## src/rtl/and_gate.sv

```systemverilog
// Bitwise AND with a combinational result, reduction flags and a registered copy one cycle later.
// Always accepts input with no backpressure; the counter of valid all-ones results saturates.
module and_gate #(
  parameter int WIDTH = 1,
  parameter int CNT_W = 8
) (
  input  logic             clk,
  input  logic             rst,
  input  logic [WIDTH-1:0] a,
  input  logic [WIDTH-1:0] b,
  input  logic             in_valid,
  output logic [WIDTH-1:0] y,
  output logic             y_all,
  output logic             y_any,
  output logic [WIDTH-1:0] y_q,
  output logic             out_valid,
  output logic [CNT_W-1:0] all_cnt
);

  localparam logic [CNT_W-1:0] CNT_MAX = '1;

  logic [WIDTH-1:0] res_q, res_d;
  logic             vld_q, vld_d;
  logic [CNT_W-1:0] cnt_q, cnt_d;

  assign y     = a & b;
  assign y_all = &y;
  assign y_any = |y;

  always_comb begin
    res_d = res_q;
    vld_d = in_valid;
    cnt_d = cnt_q;
    if (in_valid) begin
      res_d = y;
      // Stick at the top value rather than wrapping back to zero.
      if (y_all && (cnt_q != CNT_MAX)) begin
        cnt_d = cnt_q + CNT_W'(1);
      end
    end
  end

  always_ff @(posedge clk) begin
    if (rst) begin
      res_q <= '0;
      vld_q <= 1'b0;
      cnt_q <= '0;
    end else begin
      res_q <= res_d;
      vld_q <= vld_d;
      cnt_q <= cnt_d;
    end
  end

  assign y_q       = res_q;
  assign out_valid = vld_q;
  assign all_cnt   = cnt_q;

endmodule

```

## config.mk

```make
export PLATFORM = sky130hd
export DESIGN_NAME = and_gate
export DESIGN_NICKNAME = d
export VERILOG_FILES = /design/src/rtl/and_gate.sv
export SDC_FILE = /design/constraint.sdc
export NUM_CORES = 1
export LEC_CHECK = 0
export CAP_MARGIN = 20
export CORE_MARGIN = 3
export CORE_UTILIZATION = 30
export DETAILED_ROUTE_END_ITERATION = 8
export GPL_TIMING_DRIVEN = 0
export SYNTH_ARGS = -nofsm -noshare
export SYNTH_HDL_FRONTEND = slang
export SYNTH_SLANG_ARGS = --single-unit
```

## constraint.sdc

```tcl
create_clock -name clk -period 1.5 [get_ports clk]
set_input_delay 0.375 -clock clk [delete_from_list [all_inputs] [get_ports clk]]
set_output_delay 0.375 -clock clk [all_outputs]
set_load 0.1 [all_outputs]
```

Word level (Yosys, flattened, before mapping)
Cells that the tools add are included.
Operators by class
  bitwise gates (word level): 1
  add/subtract/negate cells: 1
  reduce and logical (&&, ||, !) cells: 2
  eq/ne operators: 1
Operator list (number)
  8-bit by 1-bit adder with 8-bit output (second input constant): 1
  8-bit != test (second input constant): 1
  2-bit AND reduction: 1
  1-bit AND: 1
  1-bit logical AND: 1
Word-level totals
  bits of input ports: 5
  register bits: 10
  output and inout bits: 13
  word-level logic and storage cells: 8

Logic depth before layout (Yosys ltp)
  word-level depth: 3
  gate-level depth with buffers: 4
  depth with buffers taken out: 4

Least setup slack after synthesis
No wires, ideal clock.
  path type: reg-to-reg
  start point: register cnt_q[1] (netlist: all_cnt[1])
  end point: register cnt_q[6] (netlist: all_cnt[6])
  cell stages (with the launch flop): 5
  path buffers: 0
  required time: 1379 ps
  period minus slack after synthesis: 2168 ps
  slack: -668 ps
  arrival: 2047 ps
  cells stage by stage: dfxtp_1 ha_1 nand4_1 a211oi_2 mux2_4
On the way
  cells in the longest elaborated chain, start to end: 3
RTL lines
  start, declared: line 24  | logic [CNT_W-1:0] cnt_q, cnt_d;
  start signal, assigned: line 51  | cnt_q <= cnt_d;
  branches (longest 3 deep; another with 8-bit by 1-bit adder with 8-bit output)
Parallel ways; which one is timed is not known.
A chain may end at the register's enable or synchronous reset.

Worst setup path in the final report
  start point: input port b
  end point: output port y_any
On the way
  cells in the longest elaborated chain, start to end: 1
RTL lines
  start, declared: line 10  | input logic [WIDTH-1:0] b,
  1-bit AND: line 26  | assign y = a & b;
  end, declared: line 14  | output logic y_any,
Every way passes these cells.

==> metrics.txt <==
result of the run=complete, no violations; Horiz. Die Dim=48.94 um; cell count after synthesis=58; worst clock skew=6.286 ps; number of port buffers=17; maximum buffer depth of the clock tree=2; global routing usage on met2=18.78%; number of flops mapped to enable cells by yosys=0; type of the worst setup path=input pin to output pin; routing usage on met1=between 10% and 20%; Hold Buf Count CTS=0; Syn Std Cell Area=553.0 um2; max-cap viol count=0; Clk Latency, worst-skew pair=270 ps; R2R Path Start=all_cnt[1]; I/O pins=18; most used standard cell by instance count after synthesis=sky130_fd_sc_hd__dfxtp_1; Tcrit/Tclk final=98.36%; drt total wl=1.264 mm; vias per inst=approximately 5; slew margin rel.=around two thirds; CTS tree=built; leading cell types by count after synthesis=10 x sky130_fd_sc_hd__dfxtp_1, 5 x sky130_fd_sc_hd__nor2b_1; clock slew at the register clock pins of the worst setup and hold paths=60 ps; fin area=797.0 um2; Seq cells post-synth=10; master cell of the clock root buffer=sky130_fd_sc_hd__clkbuf_4; Global Route met3 Usage=6.422%; Hold Violations, Final=0; path depth of the worst reg2reg path=4; LEAKAGE=0.3155 nW; sum of internal, switching and leakage power=0.5796 mW; critical path arrival=approximately 1100 ps; total number of H-tree levels=1; floorplan die area=0.002395 mm2; maximum number of pins on one net before global-route repair=16; maximum vdd ir drop=between 0.0004 and 0.0005 V; Yosys warnings=0; kind of start point of the critical path=input pin; final slew viol count=0; worst hold path type=flop to flop; number of distinct library cells after synthesis=23; worst setup path end=y_any; number of global-route vias before repair=493; wire length of the first global-routing pass=2.263 mm; setup slack, reg-to-reg=100 ps; Worst Path Required=1120 ps; power density normalized to cell area=about 730 mW/mm2; proportion of synthesized flip-flops having asynchronous set or reset=0%; Total GRT Usage=12.38%; Inserted Clock Buffers=3; clk sinks=10; grt total ovfl=0; gp weighted congestion=0.6691; number of routed nets with antenna violations=0; CORE AREA=0.001612 mm2; Final Util=49.46%; starting density of the core=34.32%; violation count after the first detailed-route iteration=10; cell type with the largest total area after synthesis=sky130_fd_sc_hd__dfxtp_1; post-synthesis net count=64; start point of the critical path=b; Area Overhead vs Synth=44.12%; area share of the largest cell type after synthesis=36.20%; worst r2r dst=all_cnt[5]; average wire per cell in the routed design=12.39 um; antenna diode count=0; highest clock rate=677.8 MHz; dominant register cell in the synthesized netlist=sky130_fd_sc_hd__dfxtp_1; total vias in the final route=511; final hold slack=462.8 ps; antenna violations before repair=0; floorplan die height=48.94 um; register area share after synthesis=36.20%; largest cells by area after synthesis=sky130_fd_sc_hd__dfxtp_1 36%, sky130_fd_sc_hd__a211oi_2 6.8%, sky130_fd_sc_hd__nor2b_1 5.7%; setup repair after global routing missed its margin=no; number of setup buffers added after CTS=0; share of cells above drive strength 1=46.15%; number of setup violations in the final report=0; DRC Markers=0; detailed-routing iteration count for the pre-antenna-repair pass=4; measured slew at the worst slew-check pin=between 400 and 500 ps; time the worst path needs with I/O delays and setup=1475 ps; Net count, final=85; crit end category=output pin; most congested layer reported by global routing=met2; Post-DP HPWL=973 um; number of rows created at floorplan=14; crit path max fanout=5; syn_area_per_cell=9.535 um2; Post-DP Area=between 800 and 900 um2
==> layout make-up <==
cell class | instances | area [um2]
plain buffers | 3 | 26.28
clock buffers | 4 | 26.28
fillers | 161 | 814.5
multi-input cells | 44 | 342.8
flip-flops and latches | 10 | 227.7
well taps | 24 | 30.03
repair buffers | 17 | 143.9
==> cells in the final DEF (no fill, tap or decap), types with 2 or more instances in the layout <==
| cell type | count |
|---|---|
| sky130_fd_sc_hd__a21oi_1 | 4 |
| sky130_fd_sc_hd__buf_4 | 2 |
| sky130_fd_sc_hd__mux2_1 | 2 |
| sky130_fd_sc_hd__dfxtp_1 | 2 |
| sky130_fd_sc_hd__clkbuf_4 | 5 |
| sky130_fd_sc_hd__dfxtp_4 | 7 |
| sky130_fd_sc_hd__nor2_1 | 4 |
| sky130_fd_sc_hd__nor2b_1 | 5 |
| sky130_fd_sc_hd__buf_2 | 8 |
| sky130_fd_sc_hd__nand3_1 | 2 |
| sky130_fd_sc_hd__buf_12 | 2 |
| sky130_fd_sc_hd__a211oi_1 | 3 |
| sky130_fd_sc_hd__and3_1 | 3 |
| sky130_fd_sc_hd__buf_6 | 2 |
| sky130_fd_sc_hd__mux2_4 | 2 |
| sky130_fd_sc_hd__a211oi_2 | 3 |
| sky130_fd_sc_hd__nand4_1 | 4 |
| sky130_fd_sc_hd__dlygate4sd2_1 | 2 |
| sky130_fd_sc_hd__nand2b_1 | 3 |
==> where the power goes <==
part	leakage [nW]	switching [mW]	internal (mW)
Clock	0.0150	0.0911	0.103
Combinational	0.213	0.0864	0.0363
Sequential	0.0872	0.00439	0.259
==> sequential cells by signal (all words and copies together), names as in the netlist <==
signal,count
y_q,1
all_cnt,8
out_valid,1
==> critical path, stage by stage <==
cell,delay (ps)
sky130_fd_sc_hd__dlygate4sd2_1,280
sky130_fd_sc_hd__and2_4,160
sky130_fd_sc_hd__buf_4,130
sky130_fd_sc_hd__buf_12,150
==> cell families after synthesis <==
kind of cell	count (synthesis)	share of synthesized area [%]
fa+ha+maj	1	2.262
buf+inv	4	5.428
compound gates	13	18.78
flops	10	36.20
simple gates	25	26.02
mux	5	11.31
==> worst min-delay path by stage <==
stage | startpoint | endpoint | cells past startpoint
final | all_cnt[3] | all_cnt[3] | 1
after detailed placement | all_cnt[3] | all_cnt[3] | 1
after global placement | y_q | y_q | 2
after floorplan | in_valid | out_valid | 1
after global routing | all_cnt[3] | all_cnt[3] | 1
after CTS | all_cnt[3] | all_cnt[3] | 1
==> timing repair <==
action / in CTS / in global routing
setup endpoints to repair: 17 / 5
gates resized for setup: 77 / 4
pin swaps: 2 / 0
gates cloned: 0 / 0
==> through the flow <==
stage               std cells  setup TNS (ps)  setup slack, ps
floorplan                  58          -14.89           -14.89
global placement           99           -9149            -1177
detailed placement         99           -9071            -1171
CTS                       102               0            1.603
global route              102               0           0.8369
finish                    102               0            24.54
==> metal layers <==
layer	vias up	share of wire, %
met1	238	45
met5	-	0
li1	259	-
met2	12	47
met3	2	6.2
met4	0	1.1
Note: power is estimated with default switching activity, not from simulation.
